<file path="src/rtl/sram_arbiter_pkg.sv">
// Shared definitions for the frame-buffer SRAM arbiter: geometry defaults,
// ADC FIFO word layout and the coordinate-to-word-address mapping.
package sram_arbiter_pkg;

    localparam int PRECISION_DEF  = 11;
    localparam int PIXEL_SIZE_DEF = 16;

    // ADC FIFO word is {x, y, pixel}
    localparam int ADC_PIX_LSB = 0;
    localparam int ADC_Y_LSB   = PIXEL_SIZE_DEF;
    localparam int ADC_X_LSB   = PIXEL_SIZE_DEF + PRECISION_DEF;

    typedef enum logic {
        WR_ADC = 1'b0,
        WR_SPI = 1'b1
    } writer_e;

    function automatic logic [31:0] coord_to_addr(input logic [31:0] x,
                                                  input logic [31:0] y,
                                                  input logic [31:0] x_res);
        return y * x_res + x;
    endfunction

endpackage

</file>
<file path="src/rtl/sram_read_tracker.sv">
// Tracks issued reads (valid + out-of-range flag) for LATENCY cycles so the
// response stage knows when SRAM data lands and whether to substitute zero.
module sram_read_tracker #(
    parameter int LATENCY = 2
) (
    input  logic clk,
    input  logic rst_n,
    input  logic issue_valid,
    input  logic issue_oor,
    output logic done_valid,
    output logic done_oor
);

    logic [LATENCY-1:0] valid_r;
    logic [LATENCY-1:0] oor_r;

    // Shift register; reset drops every in-flight read.
    always_ff @(posedge clk or negedge rst_n) begin
        if (!rst_n) begin
            valid_r <= '0;
            oor_r   <= '0;
        end else begin
            valid_r <= (valid_r << 1) | LATENCY'(issue_valid);
            oor_r   <= (oor_r << 1) | LATENCY'(issue_valid & issue_oor);
        end
    end

    assign done_valid = valid_r[LATENCY-1];
    assign done_oor   = oor_r[LATENCY-1];

endmodule

</file>
<file path="src/rtl/sram_arbiter.sv">
// Frame-buffer SRAM arbiter: foreground reads win outright, ADC/SPI writes share
// idle cycles round-robin. Define SRAM_ARBITER_SPI_EN to enable the SPI writer.
module sram_arbiter
    import sram_arbiter_pkg::*;
#(
    parameter int PRECISION    = PRECISION_DEF,
    parameter int PIXEL_SIZE   = PIXEL_SIZE_DEF,
    parameter int X_RES        = 800,
    parameter int Y_RES        = 600,
    parameter int ADDR_WIDTH   = 20,
    parameter int READ_LATENCY = 2
) (
    input  logic                              clk,
    input  logic                              rst_n,
    input  logic                              frozen,
    input  logic [2*PRECISION+PIXEL_SIZE-1:0] adc_pixel_data,
    input  logic                              adc_pixel_ready,
    output logic                              adc_pixel_read,
    input  logic                              spi_active,
    input  logic [PIXEL_SIZE-1:0]             spi_pixel_in,
    input  logic [PRECISION-1:0]              spi_pixel_x,
    input  logic [PRECISION-1:0]              spi_pixel_y,
    output logic                              spi_pixel_read,
    input  logic                              request_active,
    input  logic signed [PRECISION:0]         request_x,
    input  logic signed [PRECISION:0]         request_y,
    output logic                              request_ready,
    output logic [PIXEL_SIZE-1:0]             request_data,
    output logic                              mem_cmd_valid,
    output logic                              mem_cmd_write,
    output logic [ADDR_WIDTH-1:0]             mem_addr,
    output logic [PIXEL_SIZE-1:0]             mem_wdata,
    input  logic [PIXEL_SIZE-1:0]             mem_rdata,
    output logic [15:0]                       write_stall_count
);

    logic [PRECISION-1:0]  adc_x_s, adc_y_s, rd_x_s, rd_y_s;
    logic [PIXEL_SIZE-1:0] adc_pix_s;
    logic [ADDR_WIDTH-1:0] rd_addr_s, adc_addr_s, spi_addr_s;
    logic rd_in_range_s, adc_in_range_s;
    logic rd_cmd_s, adc_elig_s, adc_drop_s, spi_elig_s;
    logic adc_grant_s, spi_grant_s, stall_s;
    logic trk_valid_s, trk_oor_s;

    logic                  request_ready_r;
    logic [PIXEL_SIZE-1:0] request_data_r;
    logic [15:0]           stall_cnt_r;
    writer_e               last_wr_r;

    assign adc_x_s   = adc_pixel_data[PIXEL_SIZE+PRECISION +: PRECISION];
    assign adc_y_s   = adc_pixel_data[PIXEL_SIZE +: PRECISION];
    assign adc_pix_s = adc_pixel_data[0 +: PIXEL_SIZE];
    assign rd_x_s    = request_x[PRECISION-1:0];
    assign rd_y_s    = request_y[PRECISION-1:0];

    assign rd_in_range_s  = !request_x[PRECISION] && !request_y[PRECISION]
                          && (32'(rd_x_s) < 32'(X_RES)) && (32'(rd_y_s) < 32'(Y_RES));
    assign adc_in_range_s = (32'(adc_x_s) < 32'(X_RES)) && (32'(adc_y_s) < 32'(Y_RES));

    assign rd_addr_s  = ADDR_WIDTH'(coord_to_addr(32'(rd_x_s), 32'(rd_y_s), 32'(X_RES)));
    assign adc_addr_s = ADDR_WIDTH'(coord_to_addr(32'(adc_x_s), 32'(adc_y_s), 32'(X_RES)));
    assign spi_addr_s = ADDR_WIDTH'(coord_to_addr(32'(spi_pixel_x), 32'(spi_pixel_y), 32'(X_RES)));

`ifdef SRAM_ARBITER_SPI_EN
    assign spi_elig_s     = rst_n & spi_active;
    assign spi_pixel_read = spi_grant_s;
`else
    logic spi_unused_s;
    assign spi_unused_s   = spi_active;
    assign spi_elig_s     = 1'b0;
    assign spi_pixel_read = 1'b0;
`endif

    // Read priority, write eligibility and round-robin grant. A frozen or
    // off-screen ADC pixel is drained without touching the bus, so it is not
    // write-eligible and does not block an SPI grant in the same cycle.
    always_comb begin
        rd_cmd_s    = rst_n & request_active & rd_in_range_s;
        adc_elig_s  = rst_n & adc_pixel_ready & adc_in_range_s & ~frozen;
        adc_drop_s  = rst_n & adc_pixel_ready & ~rd_cmd_s & (frozen | ~adc_in_range_s);
        adc_grant_s = 1'b0;
        spi_grant_s = 1'b0;
        if (rd_cmd_s) begin
            adc_grant_s = 1'b0;
            spi_grant_s = 1'b0;
        end else if (adc_elig_s && spi_elig_s) begin
            if (last_wr_r == WR_ADC) begin
                spi_grant_s = 1'b1;
            end else begin
                adc_grant_s = 1'b1;
            end
        end else begin
            adc_grant_s = adc_elig_s;
            spi_grant_s = spi_elig_s;
        end
        stall_s = (adc_elig_s & ~adc_grant_s) | (spi_elig_s & ~spi_grant_s);
    end

    // Bus address/data steering for the granted command.
    always_comb begin
        mem_addr  = rd_addr_s;
        mem_wdata = adc_pix_s;
        if (adc_grant_s) begin
            mem_addr  = adc_addr_s;
            mem_wdata = adc_pix_s;
        end else if (spi_grant_s) begin
            mem_addr  = spi_addr_s;
            mem_wdata = spi_pixel_in;
        end else begin
            mem_addr  = rd_addr_s;
            mem_wdata = adc_pix_s;
        end
    end

    assign mem_cmd_valid  = rd_cmd_s | adc_grant_s | spi_grant_s;
    assign mem_cmd_write  = adc_grant_s | spi_grant_s;
    assign adc_pixel_read = adc_grant_s | adc_drop_s;

    sram_read_tracker #(
        .LATENCY(READ_LATENCY)
    ) u_tracker (
        .clk        (clk),
        .rst_n      (rst_n),
        .issue_valid(request_active),
        .issue_oor  (~rd_in_range_s),
        .done_valid (trk_valid_s),
        .done_oor   (trk_oor_s)
    );

    // Response stage: capture SRAM data (zero for off-screen) as the read retires.
    always_ff @(posedge clk or negedge rst_n) begin
        if (!rst_n) begin
            request_ready_r <= 1'b0;
            request_data_r  <= '0;
        end else begin
            request_ready_r <= trk_valid_s;
            if (trk_valid_s) begin
                request_data_r <= trk_oor_s ? '0 : mem_rdata;
            end else begin
                request_data_r <= request_data_r;
            end
        end
    end

    // Round-robin pointer (reset favours ADC) and saturating stall counter.
    always_ff @(posedge clk or negedge rst_n) begin
        if (!rst_n) begin
            last_wr_r   <= WR_SPI;
            stall_cnt_r <= 16'd0;
        end else begin
            if (adc_grant_s) begin
                last_wr_r <= WR_ADC;
            end else if (spi_grant_s) begin
                last_wr_r <= WR_SPI;
            end else begin
                last_wr_r <= last_wr_r;
            end
            if (stall_s && (stall_cnt_r != 16'hFFFF)) begin
                stall_cnt_r <= stall_cnt_r + 16'd1;
            end else begin
                stall_cnt_r <= stall_cnt_r;
            end
        end
    end

    assign request_ready     = request_ready_r;
    assign request_data      = request_data_r;
    assign write_stall_count = stall_cnt_r;

endmodule

</file>
<file path="config.mk">
export PLATFORM = sky130hd
export DESIGN_NAME = sram_arbiter
export DESIGN_NICKNAME = d
export VERILOG_FILES = /design/src/rtl/sram_arbiter_pkg.sv /design/src/rtl/sram_read_tracker.sv /design/src/rtl/sram_arbiter.sv
export SDC_FILE = /design/constraint.sdc
export NUM_CORES = 1
export LEC_CHECK = 0
export ABC_AREA = 0
export BUFFER_PORTS_ARGS = -buffer_cell sky130_fd_sc_hd__buf_2
export CORE_ASPECT_RATIO = 2
export CORE_MARGIN = 8
export CORE_UTILIZATION = 45
export DETAILED_ROUTE_END_ITERATION = 12
export PLACE_DENSITY = 0.79
export SLEW_MARGIN = 20
export SYNTH_ARGS = -nofsm -noshare
export SYNTH_HDL_FRONTEND = slang
export SYNTH_SLANG_ARGS = --single-unit
</file>
<file path="constraint.sdc">
create_clock -name clk -period 5.2 [get_ports clk]
set_clock_uncertainty 0.1 [all_clocks]
set_input_delay 1.04 -clock clk [delete_from_list [all_inputs] [get_ports clk]]
set_output_delay 1.04 -clock clk [all_outputs]
set_load 0.02 [all_outputs]
</file>
==> summary.txt <==
Global route
  – Total routing resource utilization after global routing: 15.5%
  – Vias in the first global route: 4149
  – Maximum number of pins on one net before global-route repair: 39
  – Global-route wire length before repair: 18200 um
  – Total congestion overflow after global routing: 0
  – Number of antenna violations at the first check in global routing: 0

Power and ir drop
  – Internal: 1290 uW
  – Total leakage power: between 0.003 and 0.004 uW
  – Power Total: about 2200 uW
  – Sw Pwr: 864 uW
  – Switching fraction of total power: 40.1%
  – Clock share of power: 16.0%
  – Fraction of power consumed by combinational cells: 69.6%
  – Maximum ir drop on the vdd rail: 0.289 mV
  – Pwr/cell area: 331 mW/mm2
  – Power share of the sequential group: 14.4%

Hold path
  – Min-Delay Path Class: flip-flop to flip-flop
  – Destination of the worst hold path: u_tracker.oor_r[1]
  – Hold path cells: 0
  – Origin of the worst min-delay path: u_tracker.oor_r[0]

Worst setup path
  – Arrival time worst endpoint: 4420 ps
  – Worst setup slack for register-to-register paths: approximately 2900 ps
  – Data required, critical path: 4060 ps
  – Terminus of the critical flop-to-flop path: write_stall_count[10]
  – Count of cells along the worst register-to-register path: 7
  – Kind of start point of the critical path: primary input
  – Peak fanout along the critical path: 5
  – Type of element capturing the critical path: output pin
  – Critical path origin: request_y[5]
  – Worst setup path class: primary input to output pin
  – Launching point of the worst reg2reg path: write_stall_count[8]

Timing
  – Peak Freq: 0.180 GHz
  – Final setup margin: -361 ps
  – Number of hold violations in the final report: 0
  – Setup repair after global routing missed its margin: true
  – Final setup violation count: 4
  – Worst slew margin relative to its limit: 43.3%
  – Min cycle time layout: 5560 ps
  – Fin. max-slew vios: 0
  – Transition at the pin with the smallest max-transition slack: 850 ps
  – Crit share post-route: 107%

Synth
  – Number of warning messages in the yosys log: 0
  – Number of enable-type register cells in the synthesized netlist: 0
  – Syn avg cell area: 9.13 um2
  – Post-synthesis async set-or-reset flop share: 100%
  – Proportion of synthesized chip area in sequential cells: 19.6%
  – Mapped Nets: 744
  – Number of distinct standard cells referenced by the synthesized netlist: 56
  – Cell area after synthesis: 0.00472 mm2
  – Ys flop type: sky130_fd_sc_hd__dfrtp_1
  – Flop and latch count out of synthesis: 37
  – Number of instances in the synthesized netlist: 517

Cells and area
  – Final Non-Filler Cells: 830
  – Growth of design area from synthesis to finish: 37.7%
  – ANT cells: 0
  – Core occupancy in the finished layout: a little over three fifths
  – Summed area of non-filler cells in the final layout: about 0.0065 mm2
  – Share of post-route cells with drive strength above 1: 39.2%
  – Final Net Count: around 920
  – Count of filler cells inserted in the layout: 832

Floorplanning
  – Core Area: 0.0103 mm2
  – Initial Utilization: 45.6%
  – Floorplan die area: 0.0142 mm2
  – Total I/O pin count: 195
  – Number of rows in the core area: 53
  – Chip width: 88.4 um
  – Die Span Y: 161 um

Placed design
  – Dpl hpwl: ~9500 um
  – Placer's final routability congestion estimate: around 0.87
  – Instance area at placement: 0.00599 mm2
  – Pre-CTS worst setup slack: -386 ps
  – Count of input and output buffers: 122
  – Placed insts: just over 800

Run status
  – Failing checks: setup timing
  – Outcome: finished with violations

Drt
  – Top routing layer used: met4
  – Post-route DRC: 0
  – Antenna viol nets, final: 0
  – Routed vias: 4235
  – Final routed wire length divided by cell count: 14.4 um
  – Length of routed met3 wiring: 865 um
  – Number of vias per cell after detailed routing: roughly 5.1
  – Post-route met1 wirelength: 4910 um
  – Metal2 WL: 6000 um
  – Routed wire length: 11900 um
  – Detailed-router iteration count before antenna repair: 4
  – Count of routing violations after the opening detailed-route iteration: approximately 140

CTS
  – Cts hold-fix bufs: 0
  – H-tree depth: 2
  – Clock Latency Late Sink: 280 ps
  – Clock tree root driver cell: sky130_fd_sc_hd__clkbuf_16
  – Clock transition at the registers of the reported paths: 50 ps
  – TritonCTS sink count: 37
  – Clk buf depth: 2
  – TritonCTS clock tree: yes
  – Clock buffer count from CTS: 5

Run
  – Number of violations of the max-capacitance limit: 0
==> per-stage QoR <==
step	hold slack, ps	setup TNS, ps
6_report	257	-1260
3_5_place_dp	248	-1500
5_1_grt	263	-1940
4_1_cts	256	-1030
3_3_place_gp	232	-1120
2_1_floorplan	231	0
==> how the worst max path moves through the flow <==
stage | cells after the start | endpoint | slack [ps]
floorplan | 14 | mem_addr[19] | 2
global placement | 17 | mem_addr[19] | -310
detailed placement | 17 | mem_addr[19] | -390
CTS | 17 | mem_addr[19] | -290
global route | 17 | mem_addr[19] | -460
finish | 17 | mem_addr[19] | -360
==> cell usage after synthesis, drive strengths merged, types with 2 or more instances <==
master | n | area, um2
ha | 91 | 1140
inv | 78 | 293
xnor2 | 45 | 402
dfrtp | 37 | 926
o21ai | 29 | 145
a21oi | 21 | 105
nor2 | 20 | 75.1
nand2 | 19 | 71.3
buf | 18 | 139
nand3b | 18 | 148
xor2 | 16 | 148
nand3 | 15 | 80.1
fa | 14 | 280
nor3 | 11 | 65.1
a21o | 9 | 68.8
nand4 | 9 | 56.3
and3 | 7 | 45.1
mux2 | 7 | 78.8
clkbuf | 6 | 22.5
mux2i | 6 | 60.1
a211oi | 4 | 30.0
nor2b | 4 | 25.0
o21bai | 4 | 30.0
a31oi | 3 | 18.8
a221oi | 2 | 23.8
and2b | 2 | 16.3
nand2b | 2 | 12.5
nand4b | 2 | 32.5
nor4 | 2 | 12.5
o311ai | 2 | 17.5
==> power by group through the flow <==
stage,registers [uW],clock network (uW),logic [uW]
2_1_floorplan,326,0,844
3_3_place_gp,315,0,1280
3_5_place_dp,316,0,1310
4_1_cts,311,348,1390
5_1_grt,313,361,1630
6_report,311,345,1500
==> per-layer routing <==
metal / GRT usage, % / vias up
met4: 4.11 / 0
met1: 18.6 / 2001
met5: 0 / -
met2: 26.8 / 131
li1: - / 2089
met3: 2.87 / 14
==> area by class of cell <==
cell class              count  area (um2)  share of cell area, %
well taps                 137         171                   2.64
repair buffers            192        1190                   18.3
clock inverters             1        30.0                  0.462
inverters                  78         293                   4.50
multi-input cells         378        3750                   57.7
flip-flops and latches     37         926                   14.2
clock buffers               7         143                   2.19
==> sequential cells by signal, summed over array words and instances, names as in the netlist <==
register / flops
request_data: 16
request_ready: 1
u_tracker.valid_r: 2
write_stall_count: 16
u_tracker.oor_r: 2
==> worst max-delay path: stages <==
cell                       delay (ps)
sky130_fd_sc_hd__buf_8            110
sky130_fd_sc_hd__buf_6            110
sky130_fd_sc_hd__ha_4             230
sky130_fd_sc_hd__ha_4             260
sky130_fd_sc_hd__inv_2             30
sky130_fd_sc_hd__fa_1             520
sky130_fd_sc_hd__inv_2             50
sky130_fd_sc_hd__ha_4             250
sky130_fd_sc_hd__and3_4           140
sky130_fd_sc_hd__a221o_2          400
sky130_fd_sc_hd__o41ai_4          260
sky130_fd_sc_hd__xor2_2           130
sky130_fd_sc_hd__nor3_2           240
sky130_fd_sc_hd__nand3b_1         150
sky130_fd_sc_hd__xnor2_2          170
sky130_fd_sc_hd__mux2i_2          150
sky130_fd_sc_hd__buf_4            170
==> layout by cell type, fill, tap and decap left out, types with 14 or more instances in the layout <==
master and instances:
sky130_fd_sc_hd__nor2_1 20, sky130_fd_sc_hd__ha_1 71, sky130_fd_sc_hd__nand2_1 19, sky130_fd_sc_hd__xor2_1 14
sky130_fd_sc_hd__ha_4 19, sky130_fd_sc_hd__nand3b_1 17, sky130_fd_sc_hd__a21oi_1 18, sky130_fd_sc_hd__dfrtp_1 37
sky130_fd_sc_hd__o21ai_0 25, sky130_fd_sc_hd__buf_4 72, sky130_fd_sc_hd__inv_1 71, sky130_fd_sc_hd__xnor2_1 39
sky130_fd_sc_hd__buf_2 113
==> repair_timing <==
action                                  4_1_cts  5_1_grt
cloned                                        0        0
endpoints found under the setup margin        6        8
buffers inserted                              2        4
gates resized for setup                      31       25
pin swaps                                    24        9
hold endpoints to repair                      0        0
==> kinds of logic (layout without fill, tap and decap cells) <==
family,Yosys count,in the layout,synth area share (%)
and+or+nand+nor,116,116,14.3
adders and majority gates,105,105,30.0
buffers and inverters,102,278,9.62
AOI/OAI and AO/OA,82,82,11.7
xor gates and xnor gates,61,61,11.6
DFF,37,37,19.6
muxes,13,13,2.94
other,1,1,0.0794
Note: power is estimated with default switching activity, not from simulation.
